`config.mk`:
```
export PLATFORM = sky130hd
export DESIGN_NAME = nibble_serial_adder
export DESIGN_NICKNAME = d
export VERILOG_FILES = /design/src/rtl/adder_pkg.sv /design/src/rtl/fourBitAdder_FourByOne.sv /design/src/rtl/nibble_serial_adder.sv
export SDC_FILE = /design/constraint.sdc
export NUM_CORES = 1
export LEC_CHECK = 0
export ABC_CLOCK_PERIOD_IN_PS = 2500
export BUFFER_PORTS_ARGS = -buffer_cell sky130_fd_sc_hd__buf_2
export CAP_MARGIN = 10
export CORE_MARGIN = 2
export CORE_UTILIZATION = 35
export DETAILED_ROUTE_END_ITERATION = 7
export GPL_ROUTABILITY_DRIVEN = 0
export PLACE_DENSITY = 0.6
export SLEW_MARGIN = 0
export SYNTH_ARGS = -nofsm -noshare
export SYNTH_HDL_FRONTEND = slang
export SYNTH_SLANG_ARGS = --single-unit
```
`constraint.sdc`:
```
create_clock -name clk -period 2.5 [get_ports clk]
set_input_delay 0.375 -clock clk [delete_from_list [all_inputs] [get_ports clk]]
set_output_delay 0.375 -clock clk [all_outputs]
set_load 0.1 [all_outputs]
```
`src/rtl/adder_pkg.sv`:
```
// ------------------------------------------------------------------
// adder_pkg : shared FSM state type and nibble width for the serial adder
// Rev 1.0
// ------------------------------------------------------------------
`default_nettype none

package adder_pkg;

  localparam int NIBBLE_W = 4;

  typedef enum logic [1:0] {
    IDLE = 2'd0,
    ADD  = 2'd1,
    DONE = 2'd2
  } state_t;

endpackage

`default_nettype wire

```
`src/rtl/fourBitAdder_FourByOne.sv`:
```
// ------------------------------------------------------------------
// fourBitAdder_FourByOne : 4-bit + 4-bit + carry-in adder, one nibble slice
// Rev 1.0
// ------------------------------------------------------------------
`default_nettype none

module fourBitAdder_FourByOne
  import adder_pkg::*;
(
  input  logic [NIBBLE_W-1:0] i_a,
  input  logic [NIBBLE_W-1:0] i_b,
  input  logic                i_cin,
  output logic [NIBBLE_W-1:0] o_sum,
  output logic                o_cout
);

  logic [NIBBLE_W:0] w_full;

  assign w_full = {1'b0, i_a} + {1'b0, i_b} + {{NIBBLE_W{1'b0}}, i_cin};
  assign o_sum  = w_full[NIBBLE_W-1:0];
  assign o_cout = w_full[NIBBLE_W];

endmodule

`default_nettype wire

```
`src/rtl/nibble_serial_adder.sv`:
```
// ------------------------------------------------------------------
// nibble_serial_adder : W-bit adder computed one nibble per cycle
// Rev 1.0
// ------------------------------------------------------------------
`default_nettype none

module nibble_serial_adder
  import adder_pkg::*;
#(
  parameter int N_NIBBLES = 4
) (
  input  logic                     clk,
  input  logic                     reset,
  input  logic                     in_valid,
  output logic                     in_ready,
  input  logic [4*N_NIBBLES-1:0]   a,
  input  logic [4*N_NIBBLES-1:0]   b,
  input  logic                     cin,
  output logic                     out_valid,
  input  logic                     out_ready,
  output logic [4*N_NIBBLES-1:0]   sum,
  output logic                     cout,
  output logic                     busy
);

  localparam int W     = N_NIBBLES * NIBBLE_W;
  localparam int IDX_W = (N_NIBBLES > 1) ? $clog2(N_NIBBLES) : 1;

  state_t                r_state;
  state_t                w_next;
  logic [W-1:0]          r_a;
  logic [W-1:0]          r_b;
  logic [IDX_W-1:0]      r_idx;
  logic                  r_carry;
  logic [W-1:0]          r_sum;
  logic                  r_cout;
  logic                  r_out_valid;
  logic [NIBBLE_W-1:0]   w_a_nib;
  logic [NIBBLE_W-1:0]   w_b_nib;
  logic [NIBBLE_W-1:0]   w_nib_sum;
  logic                  w_nib_cout;
  logic                  w_last;
  logic                  w_accept;

  assign w_last   = (r_idx == IDX_W'(N_NIBBLES - 1));
  assign w_accept = in_valid && (r_state == IDLE);

  always_ff @(posedge clk or posedge reset) begin
    if (reset) r_state <= IDLE;
    else       r_state <= w_next;
  end

  always_comb begin
    w_next = r_state;
    case (r_state)
      IDLE:    if (in_valid)  w_next = ADD;
      ADD:     if (w_last)    w_next = DONE;
      DONE:    if (out_ready) w_next = IDLE;
      default: w_next = IDLE;
    endcase
  end

  // Nibble select for the current index feeding the single adder slice
  always_comb begin
    w_a_nib = '0;
    w_b_nib = '0;
    for (int i = 0; i < N_NIBBLES; i++) begin
      if (r_idx == IDX_W'(i)) begin
        w_a_nib = r_a[i*NIBBLE_W +: NIBBLE_W];
        w_b_nib = r_b[i*NIBBLE_W +: NIBBLE_W];
      end
    end
  end

  fourBitAdder_FourByOne u_nib_add (
    .i_a    (w_a_nib),
    .i_b    (w_b_nib),
    .i_cin  (r_carry),
    .o_sum  (w_nib_sum),
    .o_cout (w_nib_cout)
  );

  always_ff @(posedge clk or posedge reset) begin
    if (reset) begin
      r_a         <= '0;
      r_b         <= '0;
      r_idx       <= '0;
      r_carry     <= 1'b0;
      r_sum       <= '0;
      r_cout      <= 1'b0;
      r_out_valid <= 1'b0;
    end else begin
      case (r_state)
        IDLE: begin
          if (w_accept) begin
            r_a     <= a;
            r_b     <= b;
            r_carry <= cin;
            r_idx   <= '0;
          end
        end
        ADD: begin
          for (int i = 0; i < N_NIBBLES; i++) begin
            if (r_idx == IDX_W'(i)) r_sum[i*NIBBLE_W +: NIBBLE_W] <= w_nib_sum;
          end
          r_carry <= w_nib_cout;
          // Index parks at the last nibble; only a new accept clears it
          if (w_last) begin
            r_cout      <= w_nib_cout;
            r_out_valid <= 1'b1;
          end else begin
            r_idx <= r_idx + IDX_W'(1);
          end
        end
        DONE: begin
          if (out_ready) r_out_valid <= 1'b0;
        end
        default: r_out_valid <= 1'b0;
      endcase
    end
  end

  assign in_ready  = (r_state == IDLE);
  assign busy      = (r_state != IDLE);
  assign out_valid = r_out_valid;
  assign sum       = r_sum;
  assign cout      = r_cout;

endmodule

`default_nettype wire
```
* Word level (Yosys, flattened, before mapping) *
Cells that the tools add are included.

storage, ports and cells
  bits of input ports = 37
  logic and storage cells = 59
  register bits after elaboration = 55
  output and inout port bits = 20

operators by class
  reductions and logical operators = 14
  muxes and demuxes = 20
  bitwise operators = 1
  equal/unequal tests = 10
  add/subtract/negate cells = 3

operators by type and width
  kind                   count
  $mux W4                8
  $reduce_and A2 Y1      6
  $mux W2                5
  $reduce_and A3 Y1      3
  $ne A2 B2 Y1 const B   4
  $eq A2 B2 Y1 const B   3
  $pmux W2 S3            1
  $add A4 B4 Y5          1
  $add A5 B1 Y5          1
  $eq A2 B1 Y1 const B   2
  $logic_not A2 Y1       2
  $pmux W2 S2            1
  $reduce_bool A2 Y1     2
  $mux W1                3
  $pmux W1 S3            1
  $add A2 B1 Y2 const B  1
  $ne A2 B1 Y1 const B   1
  $pmux W1 S2            1
  $logic_and A1 B1 Y1    1
  $not A1 Y1             1

* Logic depth before layout (Yosys ltp) *
  word-level depth = 8
  mapped depth = 12
  mapped depth without buffers = 10

* Cells and area by module *
From an unflattened synthesis, not the netlist that was laid out.

second synthesis, totals
  cells, all modules = 203
  area total of the unflattened synthesis = 2,771.4 um^2

by module, submodules not included
  module                  sequential area each (um^2)  cells an instance  area each (um^2)  instances
  nibble_serial_adder     1,376.3                      187                2,627.5           1
  fourBitAdder_FourByOne  0.0                          16                 143.9             1

* Worst setup path after synthesis *
Ideal clock, no wire load.

  kind = flip-flop to flip-flop
  from = register r_idx[0]
  to = register r_carry
  cell stages (with the launch flop) = 12
  setup slack = -0.261 ns
  clock period less this slack = 2.761 ns
  data required time = 2.318 ns
  data arrival time = 2.579 ns
  setup time = 0.182 ns
  cell sequence = dfrtp_1 > inv_1 > ha_1 > clkbuf_1 > buf_2 > a21oi_1 > a22o_1 > fa_1 > fa_1 > a21o_1 > a21oi_1 > a221oi_1

on the way
  cells in the longest elaborated chain, start to end = 8
  elaborated cells between the ends (all ways) = 15

ends and longest elaborated chain
  item                    line                          source
  from (decl)             nibble_serial_adder.sv:33     logic [IDX_W-1:0] r_idx;
  from (signal assigned)  nibble_serial_adder.sv:112    r_idx <= r_idx + IDX_W'(1);
  $logic_not A2 Y1        nibble_serial_adder.sv:68     if (r_idx == IDX_W'(i)) begin
  $mux W4 (4 in a row)    nibble_serial_adder.sv:68
  $add A4 B4 Y5 (*)       fourBitAdder_FourByOne.sv:19  assign w_full = {1'b0, i_a} + {1'b0, i_b} + {{NIBBLE_W{1'b0}}, i_cin};
  $add A5 B1 Y5 (*)       fourBitAdder_FourByOne.sv:19
  $pmux W1 S2 (*)         nibble_serial_adder.sv:93     case (r_state)
  to (signal assigned)    nibble_serial_adder.sv:98     r_carry <= cin;
  to (signal assigned)    nibble_serial_adder.sv:106    r_carry <= w_nib_cout;
  to (decl)               nibble_serial_adder.sv:34     logic r_carry;

Every way passes the cells marked *; elsewhere a longest branch is shown, timed or not.
A chain may end at the register's enable or synchronous reset.

* Final worst setup path *
  from = register r_idx[1]
  to = register r_carry

Same word-level chain as after synthesis.

==> results.json <==
{
  "period_needed_ns": 2.43,
  "core_mm2": 0.00765,
  "synth_fp_nets": 266,
  "start_util_pct": 35.7,
  "syn_area_mm2": 0.00273,
  "fin_worst_skew_ns": 0.00968,
  "cts_tree": "done",
  "cts_buffer_depth": 2,
  "area_growth_pct": 25.2,
  "drc": 0,
  "grt_pass1_wl_um": 9430,
  "finalHoldViolations": 0,
  "min_period_over_period_pct": 97.3,
  "synth_area_per_cell_um2": 12.4,
  "drtIter0Drc": 73,
  "path_common_cell": "buf_4",
  "ys_types": 29,
  "die_area_mm2": 0.00852,
  "final_antenna_net_count": 0,
  "max_stage_delay_ns": 0.44,
  "rows": 32,
  "ys_warn_count": 0,
  "worstPathArrival_ns": 2.63,
  "required_ns": 2.70,
  "grt_usage_pct": 14.0,
  "gr-total-overflow": 0,
  "dpl.hpwl_um": 4080,
  "ys_seq_area_share_pct": 50.4,
  "cap_viol_max_count": 0,
  "critPathBufInv": 3,
  "setup_viol_count_final": 0,
  "cts_sinks": 55,
  "cp_top_family": "compound AO/OA/AOI/OAI gates",
  "run_status": "complete, no violations",
  "first_pass_iters": 4,
  "htree_levels": 2,
  "grt_max_degree": 33,
  "crit_chain": "inv_2 -> ha_4 -> buf_4 -> a21oi_1 -> o21ai_0 -> a22o_1 -> buf_4 -> fa_2 -> a21o_1 -> a21oi_2 -> a221oi_1",
  "cp_slowest_cell": "dfrtp_2",
  "worstMarginPinSlew_ns": 0.529,
  "ioPinCount": 57,
  "via_per_inst": 4.82,
  "cts_buffers": 5,
  "slew_headroom_pct": 64.7,
  "drt-wirelength-per-cell_um": 14.5,
  "drive_gt1_share_pct": 50.3,
  "slew_viol_final": 0,
  "path_clk_slew_ns": 0.11,
  "ys_ff_latch": 55,
  "clock_latency_ns": 0.32,
  "end_kind": "flop",
  "worst-setup-path-type": "flop to flop",
  "vias": 1879,
  "critPathMaxFanout": 9,
  "critPathLaunchType": "flop",
  "port_buffers": 56,
  "nets": 333,
  "antenna_found_initial": 0,
  "hp-class": "input port to asynchronous set/reset pin",
  "wl_um": 5670,
  "fp.dieH_um": 92.3,
  "fmax_ghz": 0.411,
  "die_w_um": 92.3,
  "synth_cells": 220,
  "whs_ns": 0.0802,
  "grt_pass1_vias": 1899,
  "root_buffer": "clkbuf_8",
  "antenna_cells": 0
}
[worst register-to-register path, delay by kind of cell, from the launching register on]
kind,cells,cell delay (ns)
AO/OA/AOI/OAI,6,0.89
adder cells (fa/ha/maj),2,0.60
buffers and inverters,3,0.40
flip-flops,1,0.44
[final cells by class]
cell class / count / area, µm²
Clock buffer: 5 / 68.8
Sequential cell: 55 / 1380
Clock inverter: 3 / 47.5
Fill cell: 719 / 4230
Multi-Input combinational cell: 139 / 1310
Tap cell: 102 / 128
Timing Repair Buffer: 73 / 437
Inverter: 13 / 48.8
[what timing repair did]
action | CTS | global route
resized for setup | 1 | 20
endpoints found under the setup margin | 6 | 14
buffers inserted | 0 | 5
pin swaps | 0 | 4
hold buffers | 0 | 0
[per-layer routing]
layer / vias up / global-route usage (%) / routed length (µm)
li1: 906 / - / -
met2: 45 / 22.3 / 2620
met1: 924 / 19.1 / 2720
met4: 0 / 3.23 / 61
met3: 4 / 3.74 / 263
met5: - / 0 / 0
[cells in the final DEF (no fill, tap or decap), types with 2 or more instances in the layout]
cell,count
buf_2,56
buf_12,2
inv_1,10
o31ai_2,4
o21ai_0,11
o21ai_1,3
dfrtp_2,2
clkbuf_8,5
ha_1,2
dfrtp_1,53
mux2_4,30
nor2b_1,3
a21oi_2,2
inv_2,3
nand3b_1,3
nand2_1,21
buf_4,14
ha_4,4
mux2_2,10
fa_2,2
a22o_1,11
nor2_1,3
a21oi_1,15
a21o_1,3
[worst paths after layout]
path | start | endpoint | slack [ns] | cells past startpoint
worst max register to register | r_idx[1]$_DFFE_PP0P_ | r_carry$_DFFE_PP0P_ | 0.07 | 11
max in group asynchronous | reset | r_a[0]$_DFFE_PP0P_ | 1.85 | 3
worst min-delay path | reset | sum[4]$_DFFE_PP0P_ | 0.08 | 2
worst min register to register | sum[7]$_DFFE_PP0P_ | sum[7]$_DFFE_PP0P_ | 0.49 | 2
worst max-delay path | r_idx[1]$_DFFE_PP0P_ | r_carry$_DFFE_PP0P_ | 0.07 | 11
min in group clk | a[9] | r_a[9]$_DFFE_PP0P_ | 0.28 | 2
[logic make-up after synthesis]
kind of cell,count (synthesis),synth area share [%]
AOI/OAI and AO/OA,52,12.0
xor gates and xnor gates,1,0.321
adders and majority gates,9,4.67
buffers and inverters,26,5.32
DFF,55,50.4
muxes,41,21.0
and+or+nand+nor,36,6.28
[stage by stage]
stage | setup TNS (ns) | area, µm² | setup slack (ns) | cells | utilization (%)
finish | 0 | 3420 | 0.0669 | 390 | 44.7
floorplan | -0.0249 | 2770 | -0.0249 | 220 | -
detailed placement | -0.00775 | 3170 | -0.00775 | 377 | 41.5
global placement | 0 | 3170 | 0.0831 | 377 | 41.5
CTS | 0 | 3290 | 0.0248 | 385 | 43.0
global route | -0.0295 | 3420 | -0.0185 | 390 | 44.7
[synthesized netlist by cell type (all sizes together)]
library cell / count / area share, %
ha: 7 / 3.2
a221oi: 1 / 0.32
clkbuf: 4 / 0.55
nand3b: 4 / 1.2
o21bai: 1 / 0.28
a21oi: 17 / 3.1
nor3: 2 / 0.37
mux2: 40 / 21
a21o: 3 / 0.82
nor2: 4 / 0.64
inv: 13 / 1.8
xnor2: 1 / 0.32
nand2: 21 / 2.9
o21a: 1 / 0.28
buf: 9 / 3.0
nor2b: 3 / 0.69
a22o: 11 / 3.5
and3: 1 / 0.23
fa: 2 / 1.5
dfrtp: 55 / 50
o31ai: 4 / 1.1
o21ai: 14 / 2.6
and2: 1 / 0.23
mux2i: 1 / 0.37
[registers in the layout (all words and copies together) (netlist names)]
| signal | count |
|---|---|
| cout | 1 |
| r_a | 16 |
| out_valid | 1 |
| r_carry | 1 |
| r_idx | 2 |
| sum | 16 |
| r_state | 2 |
| r_b | 16 |
Power is not shown: default switching activity piles up to over one toggle a cycle in this logic, so the estimate is an artifact.
